File: config.mk
export PLATFORM = sky130hd
export DESIGN_NAME = ps2_scan_decoder
export DESIGN_NICKNAME = d
export VERILOG_FILES = /design/src/rtl/ps2_scan_decoder.sv
export SDC_FILE = /design/constraint.sdc
export NUM_CORES = 1
export LEC_CHECK = 0
export CORE_MARGIN = 2
export CORE_UTILIZATION = 48
export CTS_CLUSTER_SIZE = 30
export DETAILED_ROUTE_END_ITERATION = 10
export HOLD_SLACK_MARGIN = 0.08
export PLACE_DENSITY = 0.8
export REMOVE_ABC_BUFFERS = 1
export SLEW_MARGIN = 20
export SYNTH_ARGS = -nofsm -noshare
export SYNTH_HDL_FRONTEND = slang
export SYNTH_SLANG_ARGS = --single-unit
File: constraint.sdc
create_clock -name clk -period 3.4 [get_ports clk]
set_input_delay 0.68 -clock clk [delete_from_list [all_inputs] [get_ports clk]]
set_output_delay 0.68 -clock clk [all_outputs]
set_load 0.01 [all_outputs]
File: src/rtl/ps2_scan_decoder.sv
// PS/2 set-2 scan-code decoder: pops bytes from an upstream FIFO, strips E0/F0
// prefixes and presents one registered key event at a time with a valid/ack
// handshake. Tracks shift and caps-lock modifier state.
// Optional macro PS2_ASCII_EN adds a US-layout ASCII translation of make events;
// without it key_ascii is tied to 0x00.
module ps2_scan_decoder (
    input  logic       clk,
    input  logic       rst,
    input  logic [7:0] code_data,
    input  logic       code_ready,
    output logic       code_read,
    output logic       key_valid,
    input  logic       key_ack,
    output logic [7:0] key_code,
    output logic       key_ext,
    output logic       key_release,
    output logic [7:0] key_ascii,
    output logic       shift,
    output logic       caps
);

    typedef enum logic [1:0] {
        StIdle,
        StBrk,
        StExt,
        StExtBrk
    } state_e;

    state_e     state_q, state_d;
    logic       key_valid_q;
    logic [7:0] key_code_q;
    logic       key_ext_q, key_release_q;
    logic       shift_l_q, shift_l_d;
    logic       shift_r_q, shift_r_d;
    logic       caps_q, caps_d;
    logic       caps_held_q, caps_held_d;

    logic       emit, emit_ext, emit_rel;
    logic       is_filler;

    // Never pop while an event is pending or during reset.
    assign code_read = code_ready & ~key_valid_q & ~rst;

    // Keyboard housekeeping bytes that carry no key information in IDLE.
    always_comb begin
        case (code_data)
            8'h00, 8'hAA, 8'hFA, 8'hFE, 8'hEE, 8'hFF, 8'hE1: is_filler = 1'b1;
            default:                                         is_filler = 1'b0;
        endcase
    end

    // Prefix FSM next-state and event emission on each popped byte.
    always_comb begin
        state_d  = state_q;
        emit     = 1'b0;
        emit_ext = 1'b0;
        emit_rel = 1'b0;
        if (code_read) begin
            case (state_q)
                StIdle: begin
                    if (code_data == 8'hF0) begin
                        state_d = StBrk;
                    end else if (code_data == 8'hE0) begin
                        state_d = StExt;
                    end else if (!is_filler) begin
                        emit = 1'b1;
                    end
                end
                StBrk: begin
                    state_d = StIdle;
                    if (code_data != 8'hF0 && code_data != 8'hE0) begin
                        emit     = 1'b1;
                        emit_rel = 1'b1;
                    end
                end
                StExt: begin
                    if (code_data == 8'hF0) begin
                        state_d = StExtBrk;
                    end else begin
                        state_d = StIdle;
                        if (code_data != 8'hE0) begin
                            emit     = 1'b1;
                            emit_ext = 1'b1;
                        end
                    end
                end
                StExtBrk: begin
                    state_d = StIdle;
                    if (code_data != 8'hF0 && code_data != 8'hE0) begin
                        emit     = 1'b1;
                        emit_ext = 1'b1;
                        emit_rel = 1'b1;
                    end
                end
                default: state_d = StIdle;
            endcase
        end
    end

    // Modifier tracking; only non-extended events affect shift/caps.
    always_comb begin
        shift_l_d   = shift_l_q;
        shift_r_d   = shift_r_q;
        caps_d      = caps_q;
        caps_held_d = caps_held_q;
        if (emit && !emit_ext) begin
            if (code_data == 8'h12) shift_l_d = ~emit_rel;
            if (code_data == 8'h59) shift_r_d = ~emit_rel;
            if (code_data == 8'h58) begin
                if (emit_rel) begin
                    caps_held_d = 1'b0;
                end else if (!caps_held_q) begin
                    // Auto-repeat makes arrive with caps_held set and are ignored.
                    caps_d      = ~caps_q;
                    caps_held_d = 1'b1;
                end
            end
        end
    end

    // State, event and modifier registers.
    always_ff @(posedge clk) begin
        if (rst) begin
            state_q       <= StIdle;
            key_valid_q   <= 1'b0;
            key_code_q    <= 8'h00;
            key_ext_q     <= 1'b0;
            key_release_q <= 1'b0;
            shift_l_q     <= 1'b0;
            shift_r_q     <= 1'b0;
            caps_q        <= 1'b0;
            caps_held_q   <= 1'b0;
        end else begin
            state_q     <= state_d;
            shift_l_q   <= shift_l_d;
            shift_r_q   <= shift_r_d;
            caps_q      <= caps_d;
            caps_held_q <= caps_held_d;
            if (emit) begin
                key_valid_q   <= 1'b1;
                key_code_q    <= code_data;
                key_ext_q     <= emit_ext;
                key_release_q <= emit_rel;
            end else if (key_valid_q && key_ack) begin
                key_valid_q <= 1'b0;
            end
        end
    end

`ifdef PS2_ASCII_EN
    logic [7:0] ascii_d, ascii_q;
    logic [7:0] letter;
    logic [7:0] digit_plain, digit_shift;
    logic       is_digit;

    // US-layout lookup; letters are returned lowercase and raised later.
    always_comb begin
        letter      = 8'h00;
        digit_plain = 8'h00;
        digit_shift = 8'h00;
        is_digit    = 1'b0;
        case (code_data)
            8'h1C: letter = 8'h61;  8'h32: letter = 8'h62;  8'h21: letter = 8'h63;
            8'h23: letter = 8'h64;  8'h24: letter = 8'h65;  8'h2B: letter = 8'h66;
            8'h34: letter = 8'h67;  8'h33: letter = 8'h68;  8'h43: letter = 8'h69;
            8'h3B: letter = 8'h6A;  8'h42: letter = 8'h6B;  8'h4B: letter = 8'h6C;
            8'h3A: letter = 8'h6D;  8'h31: letter = 8'h6E;  8'h44: letter = 8'h6F;
            8'h4D: letter = 8'h70;  8'h15: letter = 8'h71;  8'h2D: letter = 8'h72;
            8'h1B: letter = 8'h73;  8'h2C: letter = 8'h74;  8'h3C: letter = 8'h75;
            8'h2A: letter = 8'h76;  8'h1D: letter = 8'h77;  8'h22: letter = 8'h78;
            8'h35: letter = 8'h79;  8'h1A: letter = 8'h7A;
            8'h45: begin is_digit = 1'b1; digit_plain = 8'h30; digit_shift = 8'h29; end
            8'h16: begin is_digit = 1'b1; digit_plain = 8'h31; digit_shift = 8'h21; end
            8'h1E: begin is_digit = 1'b1; digit_plain = 8'h32; digit_shift = 8'h40; end
            8'h26: begin is_digit = 1'b1; digit_plain = 8'h33; digit_shift = 8'h23; end
            8'h25: begin is_digit = 1'b1; digit_plain = 8'h34; digit_shift = 8'h24; end
            8'h2E: begin is_digit = 1'b1; digit_plain = 8'h35; digit_shift = 8'h25; end
            8'h36: begin is_digit = 1'b1; digit_plain = 8'h36; digit_shift = 8'h5E; end
            8'h3D: begin is_digit = 1'b1; digit_plain = 8'h37; digit_shift = 8'h26; end
            8'h3E: begin is_digit = 1'b1; digit_plain = 8'h38; digit_shift = 8'h2A; end
            8'h46: begin is_digit = 1'b1; digit_plain = 8'h39; digit_shift = 8'h28; end
            default: ;
        endcase
    end

    // Translate make, non-extended events using modifier state before this event.
    always_comb begin
        ascii_d = 8'h00;
        if (!emit_ext && !emit_rel) begin
            if (letter != 8'h00) begin
                ascii_d = (shift ^ caps_q) ? (letter - 8'h20) : letter;
            end else if (is_digit) begin
                ascii_d = shift ? digit_shift : digit_plain;
            end else begin
                case (code_data)
                    8'h29:   ascii_d = 8'h20;
                    8'h5A:   ascii_d = 8'h0D;
                    8'h66:   ascii_d = 8'h08;
                    8'h0D:   ascii_d = 8'h09;
                    8'h76:   ascii_d = 8'h1B;
                    default: ascii_d = 8'h00;
                endcase
            end
        end
    end

    // ASCII register loads alongside the other event fields.
    always_ff @(posedge clk) begin
        if (rst) begin
            ascii_q <= 8'h00;
        end else if (emit) begin
            ascii_q <= ascii_d;
        end
    end

    assign key_ascii = ascii_q;
`else
    assign key_ascii = 8'h00;
`endif

    assign key_valid   = key_valid_q;
    assign key_code    = key_code_q;
    assign key_ext     = key_ext_q;
    assign key_release = key_release_q;
    assign shift       = shift_l_q | shift_r_q;
    assign caps        = caps_q;

endmodule

==> results.toml, run 1 <==
[status]
status = "finished, final reports clean"

[die]
rows = 16
die_x_um = 49.50
io_pins = 34
die_h_um = 49.50
core_area_um2 = 1962
start_util_pct = 50.64
fp.dieArea_um2 = 2450

[logic_synthesis]
synth_compound_area_share_pct = 23.30
netlist.area_leader.share_pct = 34.26
ys_types = 41
async_flop_share_pct = 0
syn_area_um2 = 993.5
synth-edff-count = 0
synth_seq_area_share_pct = 34.26
ys_warn_count = 0
synthMuxAreaShare_pct = 2.015
synthFlopType = "dfxtp_1"
yosysMostFrequentCell = "dfxtp_1"
syn_avg_cell_area_um2 = 8.792
synthXorXnorAreaFrac_pct = 0.8816
netlist_instances = 113
ys_top_cells_by_count = "dfxtp_1 (17), a21oi_1 (13), nand3_1 (11)"
ys_ff_latch = 17
synth.largest_area_cell = "dfxtp_1"
synthSimpleGateAreaFrac_pct = 28.46
synthAdderAreaFrac_pct = 0
synth_top_family_by_area = "simple AND/OR/NAND/NOR gates"
ys_top_cells_by_area = "dfxtp_1 (34%), a21oi_1 (6.5%), buf_4 (6.0%)"

[sta]
worstMarginPinSlew_ps = 641.9
finClkSkew_ps = 5.488
slew_headroom_pct = 56.95
maxSlewViolCount = 0
setup_violations = 0
rsz0062_at_grt = "false"
timing.fmax_mhz = 346.5
finalHoldViolCount = 0
fin_setup_tns_ps = 0
fin_crit_sh_pct = 84.88
holdWs_ps = 483.6
min_period_ps = 2886

[clock_network]
cts_setup_buffers = 0
cts_buffers = 3
insertion_delay_ps = 300
clockBufferDepth = 2
cts.sinks = 17
holdBufCountCts = 0
cts_root_buf = "clkbuf_4"
cts.clk_slew.worst_paths_ps = 110
htree_levels = 1
ctsResizeCount = 0
cts_tree = "built"

[power]
p_leak_nw = 0.4398
ir_drop_mv = 0.2365
switching_share_pct = 28.39
p_sw_uw = 111.4
p_comb_share_pct = 18.3
internal_power_uw = 280.9
design_power_total_uw = 392.3
power.clock.fraction_pct = 28.9
seqPwrFrac_pct = 52.8
p_per_area_nw_per_um2 = 315.1

[route]
vias = 908
avgViaCountPerCell = 5.571
drt-initial-drc-count = 21
drc = 0
totalWireLength_mm = 2.246
detail-route-antenna-nets = 0
post_drt_wl_per_cell_um = 13.78
first_pass_iters = 4

[min_path]
whs_path_depth = 2
hold_path_class = "register to register"

[place]
numPortBuffers = 25
dp_hpwl_mm = 1.648
gp_congestion = 0.8422
dpl_cell_area_um2 = 1217
placed_cells = 159

[final_layout]
final_nets = 149
drive_above_1_share_pct = 12.50
fin_cells = 163
area_delta_synth_final_pct = 25.31
stdcell_area_um2 = 1245
fillers = 190
antenna_cells = 0

[run]
drv_cap = 0

[grt]
grt_overflow = 0
track_usage_pct = 19.90
grt_pass1_wl_mm = 3.712
grt_max_degree = 18
grt_pass1_vias = 863
antenna_found_initial = 0
groute.layer.met2.usage_pct = 34.91
grt_use_met3_pct = 3.030
busiest_layer = "met2"
met1_usage_pct = 22.05

[setup_path]
worst_ep_arrival_time_ps = 2210
cpLargestDelayFamily = "buffers and inverters"
critPathKind = "input port to primary output"
critPathCaptureType = "primary output"
cp_slowest_cell = "clkdlybuf4s50_1"
critPathLaunchType = "input port"
crit_path_frequent_cell = "clkdlybuf4s50_1"
worstPathCellList = "clkdlybuf4s50_1, or3b_1, clkinv_4, clkdlybuf4s50_1"
cp_slowest_stage_delay_ps = 530
crit_cells = 4
ff2ff_path_depth = 5
worstPathMaxFanout = 8
cp.required_ps = 2720
worst-path-buf-inv = 3
-- worst reg2reg max path, delay by kind of cell, from the launching register on --
family,cells,cell delay (ps)
simple gates,4,1070
xor+xnor,1,140
flops,1,370
-- power groups by stage --
stage	clock network [mW]	registers (mW)	logic, mW
2_1_floorplan	0	0.214	0.0270
3_3_place_gp	0	0.211	0.0701
3_5_place_dp	0	0.212	0.0715
4_1_cts	0.112	0.207	0.0718
5_1_grt	0.122	0.208	0.0777
6_report	0.113	0.207	0.0719
-- per-stage QoR --
stage	utilization (%)	setup slack [ps]
4_1_cts	63.46	507.3
5_1_grt	63.46	475.0
3_5_place_dp	62.05	508.7
2_1_floorplan	-	1402
6_report	63.46	514.1
3_3_place_gp	62.05	522.1
-- layout by cell type (no fill, tap or decap), types with 2 or more instances in the layout --
master	instances
nor2_1	8
nor4_1	3
o21ai_1	2
clkbuf_4	3
nand4_1	2
mux2i_1	2
clkdlybuf4s50_1	25
nor3_1	2
conb_1	8
nand2_1	3
nor4b_4	2
a21oi_1	13
o21ai_0	9
dfxtp_1	17
nand3_1	11
-- state kept, by name, indices dropped and copies added (netlist names) --
name,cells
caps,1
caps_held_q,1
key_code,8
key_ext,1
key_release,1
key_valid,1
shift_l_q,1
shift_r_q,1
state_q,2
-- kinds of logic after synthesis --
family,after synthesis
compound gates,34
other cells,1
mux,2
xor+xnor,1
buf+inv,16
flops,17
simple gates,42
-- worst paths after layout --
kind / start / to / slack [ps]
worst max register to register: state_q[1]$_SDFFE_PP0P_ / caps$_SDFFE_PP0P_ / 1720
worst max-delay path: code_ready / code_read / 510
worst min-delay path: key_code[7]$_SDFFE_PP0P_ / key_code[7]$_SDFFE_PP0P_ / 480
worst min register to register: key_code[7]$_SDFFE_PP0P_ / key_code[7]$_SDFFE_PP0P_ / 480
-- metal layers --
layer | wire length, um | vias up
li1 | - | 448
met1 | 951 | 422
met2 | 1126 | 33
met3 | 114 | 5
met4 | 53 | 0
met5 | 0 | -
-- area by class of cell --
| class | instances | area, um^2 | share of cell area, % |
|---|---|---|---|
| flip-flops and latches | 17 | 340.3 | 27.34 |
| well taps | 27 | 33.78 | 2.714 |
| multi-input cells | 87 | 573.1 | 46.03 |
| clock buffers | 3 | 22.52 | 1.809 |
| repair buffers | 26 | 257.7 | 20.70 |
| inverters | 2 | 12.51 | 1.005 |
| clock inverters | 1 | 5.005 | 0.4020 |
Power figures use the tool's default switching activity.
==> inputs of run 2 (changes only) <==
Settings changed: CORE_UTILIZATION 48 to 40, PLACE_DENSITY 0.8 to 0.71.
Clock period 3.4 ns to 2.65 ns, I/O delays scaled along.
==> run 2 against run 1 <==
Clock-buffer cell count up 1; worst hold slack worse by 0.55 ps; core utilization down 8.9 points; register-to-register slack worse by 770 ps; first-iteration DRC count unchanged; cell area up 5.6%; clock power up 24%.
==> results.toml, run 2 (synthesis results as in run 1) <==
[min_path]
min_to = "key_code[1]$_SDFFE_PP0P_"
hold_path_class = "register to register"
whs_path_depth = 2
min_from = "key_code[1]$_SDFFE_PP0P_"

[final_layout]
stdcell_area_um2 = 1315
area_delta_synth_final_pct = 32.37
mostFrequentLayoutCell = "clkdlybuf4s50_1"
largest_reg_flops = 8
antenna_cells = 0
drive_above_1_share_pct = 17.24
final_core_util_pct = 54.57
final_nets = 158
fillers = 236
layout_common_cells = "clkdlybuf4s50_1 (25), dfxtp_1 (17), a21oi_1 (13)"

[die]
die_x_um = 53.84
core_area_um2 = 2410
io_pins = 34
die_h_um = 53.84
rows = 18
start_util_pct = 41.23
fp.dieArea_um2 = 2898

[clock_network]
cts_tree = "built"
clockBufferDepth = 2
cts_root_buf = "clkbuf_4"
cts.sinks = 17
cts.clk_slew.worst_paths_ps = 100
htree_levels = 1
cts_setup_buffers = 0
cts_buffers = 3
holdBufCountCts = 0
insertion_delay_ps = 290
ctsResizeCount = 0

[sta]
timing.fmax_mhz = 393.5
min_period_ps = 2541
setup_violations = 0
finalHoldViolCount = 0
fin_setup_tns_ps = 0
fin_crit_sh_pct = 95.89
holdWs_ps = 483.0
finClkSkew_ps = 1.136
slew_headroom_pct = 55.89
rsz0062_at_grt = "false"
worstMarginPinSlew_ps = 657.7
maxSlewViolCount = 0

[route]
post_drt_wl_per_cell_um = 13.39
first_pass_iters = 4
drc = 0
detail-route-antenna-nets = 0
avgViaCountPerCell = 5.291
totalWireLength_mm = 2.343
drt-initial-drc-count = 21
vias = 926

[setup_path]
critPathLaunchType = "input port"
ff2ff_path_depth = 7
crit_path_frequent_cell = "clkdlybuf4s50_1"
cp_slowest_cell = "clkdlybuf4s50_1"
worstPathMaxFanout = 2
worstPathCellList = "clkdlybuf4s50_1, or3b_1, clkinv_4, clkdlybuf4s50_1"
worstReg2RegStart = "key_valid$_SDFFE_PP0P_"
critPathCaptureType = "primary output"
cp_slowest_stage_delay_ps = 540
worst_ep_arrival_time_ps = 2010
critPathKind = "input port to primary output"
cp.required_ps = 2120
worst-path-buf-inv = 3
cpLargestDelayFamily = "buffers and inverters"
reg2reg_setup_slack_ps = 950
r2r-end = "caps$_SDFFE_PP0P_"

[place]
gp_congestion = 0.8365
dpl_cell_area_um2 = 1289
dp_hpwl_mm = 1.781
numPortBuffers = 25

[grt]
track_usage_pct = 18.03
grt_pass1_wl_mm = 3.774
antenna_found_initial = 0
grt_overflow = 0
grt_max_degree = 18
grt_pass1_vias = 827

[run]
drv_cap = 0

[power]
ir_drop_mv = 0.2869
p_leak_nw = 0.4796
p_per_area_nw_per_um2 = 385.6
design_power_total_uw = 507.1

[status]
status = "finished, final reports clean"
-- run 2: cell types whose count changed in the layout (fill, tap and decap cells not counted) --
cell	delta
clkinv_2	-1
clkbuf_1	+1
buf_4	+9
-- run 2: worst max path at each step --
stage | start | end | slack (ps) | cells past startpoint
floorplan | code_data[0] | caps$_SDFFE_PP0P_ | 800 | 5
finish | rst | code_read | 110 | 4
CTS | rst | code_read | 80 | 4
detailed placement | code_data[0] | key_code[7]$_SDFFE_PP0P_ | 90 | 6
global placement | rst | code_read | 110 | 4
global route | rst | code_read | 40 | 4
-- run 2: metal layers --
metal	GRT usage (%)	up-vias	part of all wire, %
met5	0	-	0
met4	4.701	0	0
met3	6.389	0	6.9
met2	30.69	36	50
met1	21.32	428	43
li1	-	462	-
-- run 2: layout make-up --
type / instances / area [um^2] / area share (%)
inverters: 2 / 12.51 / 0.9515
multi-input cells: 87 / 573.1 / 43.58
flip-flops and latches: 17 / 340.3 / 25.88
clock buffers: 4 / 26.28 / 1.998
repair buffers: 35 / 325.3 / 24.74
well taps: 30 / 37.54 / 2.854
-- run 2: report_power, final --
| group | switching (mW) | total (mW) | leakage (nW) | internal [mW] |
|---|---|---|---|---|
| combinational | 0.0523 | 0.102 | 0.327 | 0.0492 |
| clock | 0.0816 | 0.140 | 0.0150 | 0.0586 |
| sequential | 0.00327 | 0.265 | 0.138 | 0.262 |
-- run 2: stage by stage --
stage / setup WS (ps) / instances
detailed placement: 88.77 / 171
global placement: 111.7 / 171
CTS: 84.91 / 175
floorplan: 802.5 / 106
global route: 42.32 / 175
finish: 108.9 / 175
-- run 2: worst reg2reg max path, cell delays in order, from the launching register on --
cell and delay, ps:
dfxtp_1 340, or3b_1 440, clkinv_4 70, buf_4 140, nand3_1 150, nor4b_4 250
xnor2_1 150, nor2_1 50
==> inputs of run 3 (changes only) <==
Settings changed: CORE_MARGIN 2 to 3, CORE_UTILIZATION 40 to 54, DONT_BUFFER_PORTS from default to 1, PLACE_DENSITY 0.71 to 0.68.
==> run 3 against run 2 <==
Worst setup slack improved by 710 ps; worst hold slack got worse by 190 ps; critical path depth fell by 2; critical path type is now register to primary output; wire length fell by 11%; power fell by 11%; flip-flop and latch count did not move; clock power barely moved; sequential share of layout area rose by 8.7 points.
==> results.toml, run 3 (synthesis results as in run 1) <==
[route]
drt-initial-drc-count = 15
avgViaCountPerCell = 5.940
vias = 796
totalWireLength_mm = 2.090
first_pass_iters = 4
post_drt_wl_per_cell_um = 15.60
drc = 0
detail-route-antenna-nets = 0

[place]
placed_cells = 130
gp_congestion = 0.8673
numPortBuffers = 0
dp_hpwl_mm = 1.492

[die]
core_area_um2 = 1612
rows = 14
die_h_um = 48.89
fp.dieArea_um2 = 2390
die_x_um = 48.89
io_pins = 34
start_util_pct = 61.65

[sta]
rsz0062_at_grt = "false"
finClkSkew_ps = 1.716
fin_setup_tns_ps = 0
setup_violations = 0
slew_headroom_pct = 58.80
fin_crit_sh_pct = 69.05
maxSlewViolCount = 0
finalHoldViolCount = 0
min_period_ps = 1830
timing.fmax_mhz = 546.5
worstMarginPinSlew_ps = 614.3

[final_layout]
mostFrequentLayoutCell = "dfxtp_1"
area_delta_synth_final_pct = -1.008
antenna_cells = 0
largest_reg_flops = 8
fin_cells = 134
drive_above_1_share_pct = 14.55
layout_common_cells = "dfxtp_1 (17), a21oi_1 (13), nand3_1 (11)"
final_nets = 123

[clock_network]
ctsResizeCount = 0
cts_root_buf = "clkbuf_4"
cts.clk_slew.worst_paths_ps = 100
cts_tree = "built"
htree_levels = 1
cts_setup_buffers = 0
holdBufCountCts = 0
cts.sinks = 17
cts_buffers = 3
insertion_delay_ps = 280
clockBufferDepth = 2

[run]
drv_cap = 0

[power]
design_power_total_uw = 449.4
p_leak_nw = 0.3434
p_per_area_nw_per_um2 = 456.9
ir_drop_mv = 0.3138

[grt]
grt_pass1_vias = 692
track_usage_pct = 16.91
antenna_found_initial = 0
grt_pass1_wl_mm = 3.256
grt_max_degree = 19
grt_overflow = 0

[setup_path]
cp.required_ps = 2120
critPathLaunchType = "register"
reg2reg_setup_slack_ps = 900
critPathCaptureType = "primary output"
critPathKind = "register to primary output"
worst_ep_arrival_time_ps = 1300
worstPathMaxFanout = 8

[status]
status = "finished, final reports clean"

[min_path]
hold_path_class = "input port to register"
## run 3: cell count changes in the layout (fill, tap and decap cells not counted)
cell / change
clkbuf_1: -1
buf_4: -10
clkinv_2: +1
clkdlybuf4s50_1: -25
## run 3: layout make-up
cell class | count | area, um^2
tap | 24 | 30.03
fill | 152 | 628.1
clock inverter | 1 | 5.005
sequential | 17 | 340.3
multi-input combinational | 87 | 573.1
inverter | 2 | 12.51
clock buffer | 3 | 22.52
## run 3: power breakdown
part | internal [mW] | switching [mW]
logic | 0.0150 | 0.0258
registers | 0.262 | 0.00726
clock network | 0.0560 | 0.0831
## run 3: final timing paths
| check | start | end | cells past startpoint |
|---|---|---|---|
| worst max-delay path | key_valid$_SDFFE_PP0P_ | code_read | 2 |
| worst min-delay path | rst | key_code[4]$_SDFFE_PP0P_ | 1 |
| worst max register to register | key_valid$_SDFFE_PP0P_ | caps$_SDFFE_PP0P_ | 6 |
| worst min register to register | shift_l_q$_SDFFE_PP0P_ | shift_l_q$_SDFFE_PP0P_ | 2 |
## run 3: per-layer routing
layer,global-route usage (%),wire length (um)
met1,22.63,999
met2,25.11,939
met3,5.505,140
met4,6.161,11
met5,0,0
## run 3: worst max-delay path, stage by stage (launching register included)
cell	delay (ps)
dfxtp_1	360
or3b_1	510
clkinv_4	140
## run 3: per-stage QoR
step / worst slack, ps / util (%) / hold slack (ps) / cell area (um^2)
floorplan: 802.5 / - / 455.2 / 925.9
global placement: 671.2 / 59.32 / 472.6 / 955.9
detailed placement: 664.5 / 59.32 / 480.7 / 955.9
CTS: 818.2 / 61.02 / 286.9 / 983.4
global route: 777.5 / 61.02 / 272.4 / 983.4
finish: 820.2 / 61.02 / 295.7 / 983.4
==> variant, RTL diff (config.mk and constraints of run 3) <==
The option `PS2_ASCII_EN` is turned on by a define.
--- a/src/rtl/ps2_scan_decoder.sv
+++ b/src/rtl/ps2_scan_decoder.sv
@@ -5,2 +5,4 @@
 // without it key_ascii is tied to 0x00.
+`define PS2_ASCII_EN
+
 module ps2_scan_decoder (
Function: changed (a bounded check fails within 4 cycles, from zero or initial values and one cycle with rst high).
==> variant against run 3 <==
Sequential share of layout area fell by 11 points; sequential cell count grew 8; total power up 62%; clock skew up 7.5 ps; wire length increased to 2.6 times the old value; global-route usage increased by 8.8 points; worst setup slack got worse by 390 ps; critical path depth increased by 4; design area increased by 110%; worst hold slack better by 30 ps; via count rose to 2.6 times the old value; critical path type is now reg2reg; non-clock buffer count up 13; synthesized area rose by 100%.
==> variant: results (changes against run 3) <==
{
  "status": {"value": "finished, final reports clean"},
  "powerComb": {"value": 117, "unit": "uW", "change": "+190%"},
  "synth.area.top_cells": {"value": "dfxtp_1, mux2i_1, nor2_1"},
  "groute.layer.met3.usage": {"value": 5.82, "unit": "%", "change": "+0.32 points"},
  "floorplan.core_area": {"value": 0.00347, "unit": "mm^2", "change": "+120%"},
  "totalWireLength": {"value": 5380, "unit": "um", "change": "+160%"},
  "worst_ep_arrival_time": {"value": 2430, "unit": "ps", "change": "+1130 ps"},
  "met3_wirelength": {"value": 470, "unit": "um", "change": "+240%"},
  "p_clk_share": {"value": 29.6, "unit": "%", "change": "-1.4 points"},
  "placedInstanceArea": {"value": 0.00206, "unit": "mm^2", "change": "+120%"},
  "grt_met2_use": {"value": 37.2, "unit": "%", "change": "+12 points"},
  "drtPass1Iterations": {"value": 5, "change": "+1"},
  "power.leakage": {"value": 0.000729, "unit": "uW", "change": "+110%"},
  "place.detailed.hpwl": {"value": 3760, "unit": "um", "change": "+150%"},
  "met1_usage_in_global_routing": {"value": 38.9, "unit": "%", "change": "+16 points"},
  "postSynthCellCount": {"value": 264, "change": "+130%"},
  "gp_congestion": {"value": 0.910, "change": "+4.9%"},
  "slew_headroom": {"value": 63.0, "unit": "%", "change": "+4.2 points"},
  "hold_slack": {"value": 326, "unit": "ps", "change": "+29.9 ps"},
  "dpl_worst_slack": {"value": 231, "unit": "ps", "change": "-433 ps"},
  "crit_slowest_cell": {"value": "or3b_2"},
  "met1Wirelength": {"value": 2430, "unit": "um", "change": "+140%"},
  "grt_pass1_vias": {"value": 1807, "change": "+160%"},
  "layout-drive-gt1-share": {"value": 9.77, "unit": "%", "change": "-4.8 points"},
  "cts.clk_slew.worst_paths": {"value": 80, "unit": "ps", "change": "-20 ps"},
  "vias_per_cell": {"value": 6.74, "change": "+13%"},
  "largest_net_degree_at_the_start_of_global_routing": {"value": 30, "change": "+11"},
  "drt_iter0_drc": {"value": 165, "change": "+150"},
  "root_buffer": {"value": "clkbuf_8"},
  "synth_commonest_cells": {"value": "dfxtp_1, nor2_1, nand2_1, a21oi_1, o21ai_0"},
  "vdd_ir_drop_max": {"value": 0.000316, "unit": "V", "change": "+0.67%"},
  "timing.clock.skew": {"value": 9.24, "unit": "ps", "change": "+7.52 ps"},
  "synth.lib_cells_used.distinct": {"value": 61, "change": "+49%"},
  "ff2ff_setup_slack": {"value": 430, "unit": "ps", "change": "-470 ps"},
  "fmax": {"value": 450, "unit": "MHz", "change": "-18%"},
  "net-switching-power": {"value": 180, "unit": "uW", "change": "+55%"}
}
-- variant: cell count changes after synthesis, moves of 7 or more --
| cell | before | now |
|---|---|---|
| buf_2 | 3 | 11 |
| buf_4 | 8 | 1 |
| clkbuf_1 | 2 | 9 |
| dfxtp_1 | 17 | 25 |
| inv_1 | 1 | 11 |
| mux2i_1 | 2 | 10 |
| nand2_1 | 3 | 17 |
| nor2_1 | 8 | 25 |
| nor4bb_1 | 0 | 8 |
-- variant: logic make-up (layout without fill, tap and decap cells) --
| kind of cell | count (synthesis) | count (layout) | share of synthesized area (%) |
|---|---|---|---|
| simple gates | 117 | 117 | 35.1 |
| compound gates | 72 | 72 | 25.2 |
| buf+inv | 36 | 28 | 7.92 |
| flops | 25 | 25 | 24.7 |
| mux | 10 | 10 | 4.95 |
| fa+ha+maj | 2 | 2 | 1.24 |
| xor+xnor | 2 | 2 | 0.866 |
-- variant: path summary, 6_finish.rpt --
| kind | endpoint | depth (start not counted) |
|---|---|---|
| worst min register to register | key_ascii[7]$_SDFFE_PP0P_ | 2 |
| worst min-delay path | caps$_SDFFE_PP0P_ | 1 |
| worst max-delay path | caps$_SDFFE_PP0P_ | 6 |
| worst max register to register | caps$_SDFFE_PP0P_ | 6 |
-- variant: final cells by class --
cell class / count / area (um^2)
Clock buffer: 4 / 45.0
Fill cell: 332 / 1360
Inverter: 11 / 41.3
Multi-Input combinational cell: 203 / 1360
Sequential cell: 25 / 500
Tap cell: 46 / 57.6
Timing Repair Buffer: 13 / 97.6
-- variant: critical path: cells and delay by family, from the launching register on --
family | cells | cell delay (ps)
AOI/OAI and AO/OA | 2 | 590
and+or+nand+nor | 3 | 1090
DFF | 1 | 350
buffers and inverters | 1 | 150
